[src/rtl/mips_muldiv_unit.sv]
// Iterative radix-2 multiply/divide unit holding the architectural HI/LO pair.
// Multiply is shift-add and divide is restoring shift-subtract. Both run on
// operand magnitudes, with the signs fixed up at the final step, so every
// operation takes exactly 32 RUN cycles.
//
// state | meaning
// IDLE  | busy=0, accepts start or MTHI/MTLO writes
// RUN   | busy=1, one radix-2 step per cycle, count 0..31
module mips_muldiv_unit #(
    parameter logic [31:0] DIVZERO_LO = 32'hFFFFFFFF
) (
    input  logic        clk,
    input  logic        reset,
    input  logic        start,
    input  logic [1:0]  op,
    input  logic [31:0] src1,
    input  logic [31:0] src2,
    input  logic        hi_we,
    input  logic        lo_we,
    input  logic [31:0] wdata,
    output logic        busy,
    output logic [31:0] hi,
    output logic [31:0] lo
);

    typedef enum logic {IDLE, RUN} state_t;

    state_t      state;
    logic [5:0]  count;
    logic        is_div;
    logic        neg_res;
    logic        neg_rem;
    logic        div_zero;
    // work_hi: partial product / partial remainder
    // work_lo: multiplier / dividend shifting into quotient
    logic [31:0] work_hi;
    logic [31:0] work_lo;
    logic [31:0] operand_b;

    logic        s1_in;
    logic        s2_in;
    logic [31:0] mag1;
    logic [31:0] mag2;
    logic [32:0] add_sum;
    logic [32:0] shifted;
    logic [32:0] diff;
    logic [31:0] step_hi;
    logic [31:0] step_lo;
    logic [63:0] prod;
    logic [31:0] res_hi;
    logic [31:0] res_lo;

    // Signs are taken only for the signed ops (op[0]==0); magnitudes come from two's-complement negate
    always_comb begin
        s1_in = ~op[0] & src1[31];
        s2_in = ~op[0] & src2[31];
        mag1  = s1_in ? -src1 : src1;
        mag2  = s2_in ? -src2 : src2;
    end

    // One radix-2 step. A divide by zero always subtracts 0, so the remainder ends up holding |src1|.
    always_comb begin
        add_sum = {1'b0, work_hi} + (work_lo[0] ? {1'b0, operand_b} : 33'd0);
        shifted = {work_hi, work_lo[31]};
        diff    = shifted - {1'b0, operand_b};
        step_hi = add_sum[32:1];
        step_lo = {add_sum[0], work_lo[31:1]};
        if (is_div) begin
            if (shifted >= {1'b0, operand_b}) begin
                step_hi = diff[31:0];
                step_lo = {work_lo[30:0], 1'b1};
            end else begin
                step_hi = shifted[31:0];
                step_lo = {work_lo[30:0], 1'b0};
            end
        end
    end

    // Sign correction on the values produced by the final step
    always_comb begin
        prod   = neg_res ? -{step_hi, step_lo} : {step_hi, step_lo};
        res_hi = prod[63:32];
        res_lo = prod[31:0];
        if (is_div) begin
            res_hi = neg_rem ? -step_hi : step_hi;
            res_lo = div_zero ? DIVZERO_LO : (neg_res ? -step_lo : step_lo);
        end
    end

    // Control FSM, datapath registers and the architectural HI/LO
    always_ff @(posedge clk or posedge reset) begin
        if (reset) begin
            state     <= IDLE;
            busy      <= 1'b0;
            count     <= 6'd0;
            is_div    <= 1'b0;
            neg_res   <= 1'b0;
            neg_rem   <= 1'b0;
            div_zero  <= 1'b0;
            work_hi   <= 32'd0;
            work_lo   <= 32'd0;
            operand_b <= 32'd0;
            hi        <= 32'd0;
            lo        <= 32'd0;
        end else begin
            case (state)
                IDLE: begin
                    if (start) begin
                        state     <= RUN;
                        busy      <= 1'b1;
                        count     <= 6'd0;
                        is_div    <= op[1];
                        neg_res   <= s1_in ^ s2_in;
                        neg_rem   <= s1_in;
                        div_zero  <= op[1] & (src2 == 32'd0);
                        work_hi   <= 32'd0;
                        work_lo   <= mag1;
                        operand_b <= mag2;
                    end else begin
                        if (hi_we) hi <= wdata;
                        if (lo_we) lo <= wdata;
                    end
                end
                RUN: begin
                    work_hi <= step_hi;
                    work_lo <= step_lo;
                    count   <= count + 6'd1;
                    if (count == 6'd31) begin
                        state <= IDLE;
                        busy  <= 1'b0;
                        count <= 6'd0;
                        hi    <= res_hi;
                        lo    <= res_lo;
                    end
                end
                default: state <= IDLE;
            endcase
        end
    end

endmodule

[config.mk]
export PLATFORM = sky130hd
export DESIGN_NAME = mips_muldiv_unit
export DESIGN_NICKNAME = d
export VERILOG_FILES = /design/src/rtl/mips_muldiv_unit.sv
export SDC_FILE = /design/constraint.sdc
export NUM_CORES = 1
export LEC_CHECK = 0
export ABC_CLOCK_PERIOD_IN_PS = 6300
export BUFFER_PORTS_ARGS = -buffer_cell sky130_fd_sc_hd__buf_2
export CORE_MARGIN = 2
export CORE_UTILIZATION = 40
export DETAILED_ROUTE_END_ITERATION = 10
export HOLD_SLACK_MARGIN = 0.03
export PLACE_DENSITY = 0.59
export SYNTH_ARGS = -nofsm -noshare
export SYNTH_HDL_FRONTEND = slang
export SYNTH_SLANG_ARGS = --single-unit
[constraint.sdc]
create_clock -name clk -period 6.3 [get_ports clk]
set_clock_uncertainty 0.1 [all_clocks]
set_input_delay 0.945 -clock clk [delete_from_list [all_inputs] [get_ports clk]]
set_output_delay 0.945 -clock clk [all_outputs]
set_load 0.02 [all_outputs]
* Word level (Yosys, flattened, before mapping)
Index checks and enable logic that the tools add are counted.
** Storage, ports and cells
- Output and inout port bits :: 65
- Bits in registers :: 172
- Word-level logic and storage cells :: 72
** Operators by class
- Bitwise logic cells :: 6
- Magnitude comparators :: 1
- Reductions and logical operators :: 5
- $add $sub $neg :: 8
- Equal/unequal tests :: 6
- Mux-type cells :: 34
** Operators with widths (number)
- $mux W32 :: 19
- $pmux W32 S2 :: 4
- $neg A32 Y32 :: 4
- $mux W64 :: 1
- $neg A64 Y64 :: 1
- $add A32 B32 Y33 :: 1
- $ge A33 B32 Y1 :: 1
- $logic_not A32 Y1 :: 1
- $sub A32 B32 Y32 :: 1
- $mux W6 :: 2
- $pmux W6 S2 :: 1
- $ne A2 B2 Y1 const B :: 4
- $add A6 B1 Y6 const B :: 1
- $eq A6 B5 Y1 const B :: 1
- $reduce_and A3 Y1 :: 2
- $mux W1 :: 5
- $pmux W1 S2 :: 2
- $reduce_and A2 Y1 :: 2
- $and A1 B1 Y1 :: 3
- $ne A2 B1 Y1 const B :: 1
- $not A1 Y1 :: 2
- $xor A1 B1 Y1 :: 1

* Longest topological paths before layout
- Depth after elaboration :: 9
- Depth in mapped cells :: 21
- Gate-level depth less buffers :: 20

* Least setup slack after synthesis
Ideal clock, no wire load.
- Path type :: reg2reg
- Start point :: register work_hi[19]
- End point :: register hi[28]
- Arrival time :: 4.646 ns
- Setup time :: 0.128 ns
- Data required time :: 6.072 ns
- Setup slack :: 1.427 ns
- Buffers on the path :: 1
- Clock period less this slack :: 4.873 ns
- Cell stages (with the launch flop) :: 21
- Cells stage by stage :: dfrtp_1 ha_1 buf_2 a21o_1 a31o_1 a21o_1 a211o_1 nor2_2 a21oi_1 inv_2 ha_1 o21ai_0 or2_0 or4_1 nor3_1 nand4_1 nor4_1 o21ai_1 a211o_1 a211oi_1 nor3_1
** Between the ends
- Longest elaborated chain between the ends :: 8
- Elaborated cells between the ends (all ways) :: 14
** RTL lines
- from (decl) :: line 36 : logic [31:0] work_hi;
- from (signal assigned) :: line 125 : work_hi <= step_hi;
- $sub A32 B32 Y32 / $ge A33 B32 Y1 (equally long branches) :: line 65, 69
- $mux W32 / $mux W1 (equally long branches) :: line 69 : if (shifted >= {1'b0, operand_b}) begin
- $mux W32 :: line 68 : if (is_div) begin
- $neg A64 Y64 / $neg A32 Y32 (equally long branches) :: line 81, 85
- $mux W64 / $mux W32 (equally long branches) :: line 81, 85
- $mux W32 * :: line 84 : if (is_div) begin
- $mux W32 * :: line 128 : if (count == 6'd31) begin
- $pmux W32 S2 * :: line 106 : case (state)
- to (signal assigned) :: line 120 : if (hi_we) hi <= wdata;
- to (signal assigned) :: line 132 : hi <= res_hi;
- to (decl) :: line 22 : output logic [31:0] hi,
Every way passes the cells marked *; elsewhere a longest branch is shown, timed or not. The select of a mux whose other input is x is not followed.
A chain may end at the register's enable or synchronous reset.

* Worst setup path in the final report
- Start point :: register work_hi[11]
- End point :: register hi[26]
Same word-level chain as after synthesis.

==> impl_table.tex <==
\begin{tabular}{lr}
\hline
Metric & Value \\
\hline
\multicolumn{2}{l}{\textbf{Yosys}} \\
Synth top area cells & sky130\_fd\_sc\_hd\_\_dfrtp\_1 27\%, sky130\_fd\_sc\_hd\_\_o21ai\_0 7.1\%, sky130\_fd\_sc\_hd\_\_nand2\_1 5.8\% \\
Count of distinct cell types in the synthesized netlist & 93 \\
Synth Flop Type & sky130\_fd\_sc\_hd\_\_dfrtp\_1 \\
Number of synthesis warnings & 0 \\
Area fraction of the dominant cell type after synthesis & 0.2734 \\
Share of synthesized flip-flops with an asynchronous set or reset & 1.000 \\
Gate count after technology mapping & 2036 \\
Area leader, netlist & sky130\_fd\_sc\_hd\_\_dfrtp\_1 \\
Cell area after synthesis & 15740 um\^{}2 \\
Most frequent cell after synthesis & sky130\_fd\_sc\_hd\_\_nand2\_1 \\
Synthesized area per cell & 7.732 um\^{}2 \\
Flip-flop and latch count after synthesis & 172 \\
Sequential share of the synthesized area & 0.2734 \\
Top cells by instance count after synthesis & 244 x sky130\_fd\_sc\_hd\_\_nand2\_1, 223 x sky130\_fd\_sc\_hd\_\_o21ai\_0, 172 x sky130\_fd\_sc\_hd\_\_dfrtp\_1 \\
Number of enable flip-flop cells after synthesis & 0 \\
Total nets after synthesis & 2210 \\
\multicolumn{2}{l}{\textbf{Clocking}} \\
Total clock sinks & 172 \\
Clk buf depth & 2 \\
Cts repair resizes & 0 \\
Cts bufs inserted & 17 \\
Clock-pin slew on the worst setup and hold paths & 0.08 ns \\
Library cell used as clock root buffer & sky130\_fd\_sc\_hd\_\_clkbuf\_16 \\
Clock tree from TritonCTS & done \\
Quantity of hold-fixing buffers added after cts & 0 \\
Clock insertion delay at the later pin of the skew report & 0.48 ns \\
\# Post-CTS Setup Buffers & 0 \\
Number of H-tree levels & 4 \\
\multicolumn{2}{l}{\textbf{Worst setup path}} \\
Depth of the worst register-to-register path & 20 \\
Worst Setup End Kind & flip-flop \\
Reg-to-reg startpoint & work\_hi[11] \\
Crit-path slowest cell & sky130\_fd\_sc\_hd\_\_or4\_1 \\
Buffers \& Inverters on Critical Path & 2 \\
Crit-path cells & ha\_1 > a21oi\_1 > o211ai\_1 > and2\_1 > o31a\_2 > nor2\_2 > a21oi\_1 > inv\_2 > ha\_1 > o21ai\_0 > or2\_0 > or4\_1 > nor3\_1 > buf\_4 > nand4\_1 > o31ai\_1 > mux2i\_1 > o31ai\_1 > or3\_1 > nand3\_1 \\
Worst R2R End & hi[26] \\
Delay-heaviest family, CP & simple AND/OR/NAND/NOR gates \\
Worst Path Required & 6.56 ns \\
Critical path fanouts, max & 11 \\
CP max stage delay & 0.51 ns \\
Slack of the worst reg-to-reg path & 0.51 ns \\
Launching instance or port of the critical path & work\_hi[11] \\
Logic depth of the worst path, buffers included & 20 \\
Critical path launch point type & flip-flop \\
CP Class & reg2reg \\
Worst path arrival time & 6.05 ns \\
Worst setup endpoint & hi[26] \\
\multicolumn{2}{l}{\textbf{Floorplan}} \\
Effective utilization at floorplan & 0.4064 \\
Std-Cell Core Area & 38740 um\^{}2 \\
Top-level port count & 168 \\
\# rows & 72 \\
Die footprint & 40960 um\^{}2 \\
Y dimension of the die & 202.4 um \\
Die Wd & 202.4 um \\
\multicolumn{2}{l}{\textbf{Timing}} \\
Highest clock rate & 0.1726 GHz \\
Final critical-path share of the clock period & 0.9195 \\
Worst-margin pin slew & 1.093 ns \\
Final critical-path required period & 5.793 ns \\
Number of hold violations in the final report & 0 \\
Number of endpoints failing setup at the final stage & 0 \\
Final-report max-slew violation count & 0 \\
Total negative slack for setup checks & 0 ns \\
Relative slew slack & 0.2702 \\
Unrepaired setup endpoints after global routing & no \\
\multicolumn{2}{l}{\textbf{Power}} \\
Power density cells & 606.9 nW/um\^{}2 \\
Peak supply drop & 0.3438 mV \\
Lkg Pwr & 7.559 nW \\
\multicolumn{2}{l}{\textbf{Min path}} \\
HP Class & reg2reg \\
\multicolumn{2}{l}{\textbf{Route}} \\
First drt pass iteration count & 5 \\
Wire length per cell after detailed routing & 23.56 um \\
Overall via count from detail\_route & 16.22k \\
Starting DRC count in detailed routing & 1471 \\
DRC errors left & 0 \\
Final wirelength & 63080 um \\
Routed vias/inst & 6.057 \\
Antenna viol nets, final & 0 \\
\multicolumn{2}{l}{\textbf{Job}} \\
Max-cap violations & 0 \\
\multicolumn{2}{l}{\textbf{Place}} \\
Instance area after placement & 17090 um\^{}2 \\
Routability-driven placement congestion ratio & 0.9599 \\
Count of buffers inserted at the top-level ports & 167 \\
Hpwl dp & 49290 um \\
\multicolumn{2}{l}{\textbf{Global routing}} \\
Initial antenna violation count & 2 \\
Pin count of the biggest net entering global routing & 86 \\
First-pass GRT wire length & 94800 um \\
Overall Global Routing Usage & 0.3042 \\
Number of global-route vias before repair & 15.28k \\
Total gr overflow & 0 \\
\multicolumn{2}{l}{\textbf{Finish}} \\
Layout Area Growth over Synthesis & 12.35\% \\
Ratio of cells with drive above 1 in the final layout & 0.1515 \\
Number of filler instances in the final layout & 4031 \\
Post-layout instance area & 17690 um\^{}2 \\
Post-layout net count & 2319 \\
\multicolumn{2}{l}{\textbf{Run status}} \\
Status & finished, final reports clean \\
\hline
\end{tabular}
## layer usage
layer	track usage	part of all wire	vias up
li1	-	-	7667
met1	0.4365	0.47	7864
met2	0.4521	0.43	598
met3	0.06401	0.074	84
met4	0.1027	0.030	2
met5	0	0.00017	-
## worst min-delay path, cell delays in order (launching register included)
cell	delay [ns]
sky130_fd_sc_hd__dfrtp_1	0.34
sky130_fd_sc_hd__nand2_1	0.04
sky130_fd_sc_hd__o21ai_0	0.06
## logic make-up after synthesis
| group | share of synthesized area |
|---|---|
| xor+xnor | 0.07511 |
| buf+inv | 0.05127 |
| fa+ha+maj | 0.05739 |
| mux | 0.03696 |
| flops | 0.2734 |
| simple gates | 0.2218 |
| compound gates | 0.2840 |
## state kept, by name (all words and copies together), names as in the netlist
signal / flops
busy: 1
count: 6
div_zero: 1
hi: 32
is_div: 1
lo: 32
neg_rem: 1
neg_res: 1
operand_b: 32
state: 1
work_hi: 32
work_lo: 32
## placed cells by master (no fill, tap or decap), types with 34 or more instances in the layout
cell type and n:
sky130_fd_sc_hd__nand2_1 243, sky130_fd_sc_hd__o21ai_0 223, sky130_fd_sc_hd__nor3_1 55, sky130_fd_sc_hd__inv_1 72, sky130_fd_sc_hd__xor2_1 63, sky130_fd_sc_hd__mux2i_1 39, sky130_fd_sc_hd__nor2_1 131, sky130_fd_sc_hd__nand3_1 46
sky130_fd_sc_hd__a21oi_1 141, sky130_fd_sc_hd__buf_2 167, sky130_fd_sc_hd__buf_4 48, sky130_fd_sc_hd__and2_1 44, sky130_fd_sc_hd__ha_1 69, sky130_fd_sc_hd__dfrtp_1 170, sky130_fd_sc_hd__xnor2_1 72, sky130_fd_sc_hd__a21o_1 34
## cell type report
cell class	count	area, um^2	area share
diodes	1	2.502	0.0001415
clock buffers	19	442.9	0.02504
clock inverters	13	151.4	0.008560
inverters	76	290.3	0.01641
multi-input cells	1663	10640	0.6018
flip-flops and latches	172	4312	0.2438
well taps	518	648.1	0.03665
repair buffers	215	1196	0.06763
## metrics by stage
step / power (mW) / instances / util / hold slack (ns) / setup WS [ns]
6_report: 10.73 / 2677 / 0.4566 / 0.3786 / 0.5073
5_1_grt: 11.41 / 2677 / 0.4566 / 0.4073 / 0.1248
4_1_cts: 10.56 / 2676 / 0.4565 / 0.3809 / 0.6172
3_5_place_dp: 9.402 / 2644 / 0.4412 / 0.3650 / 0.6534
3_3_place_gp: 9.395 / 2644 / 0.4412 / 0.3617 / 0.7766
2_1_floorplan: 6.838 / 2036 / - / 0.3632 / 0.5949
## worst min path at each step
stage	slack, ns	startpoint	endpoint	depth (start not counted)
2_1_floorplan	0.36	operand_b[10]	operand_b[10]	2
3_3_place_gp	0.36	hi[2]	hi[2]	2
3_5_place_dp	0.37	hi[10]	hi[10]	1
4_1_cts	0.38	hi[10]	hi[10]	1
5_1_grt	0.41	lo[31]	lo[31]	2
6_report	0.38	lo[7]	lo[7]	2
## report_power, final
part | internal, mW | switching, mW
sequential | 1.52 | 0.492
combinational | 2.69 | 4.91
clock | 0.574 | 0.550
Note: power is estimated with default switching activity, not from simulation.
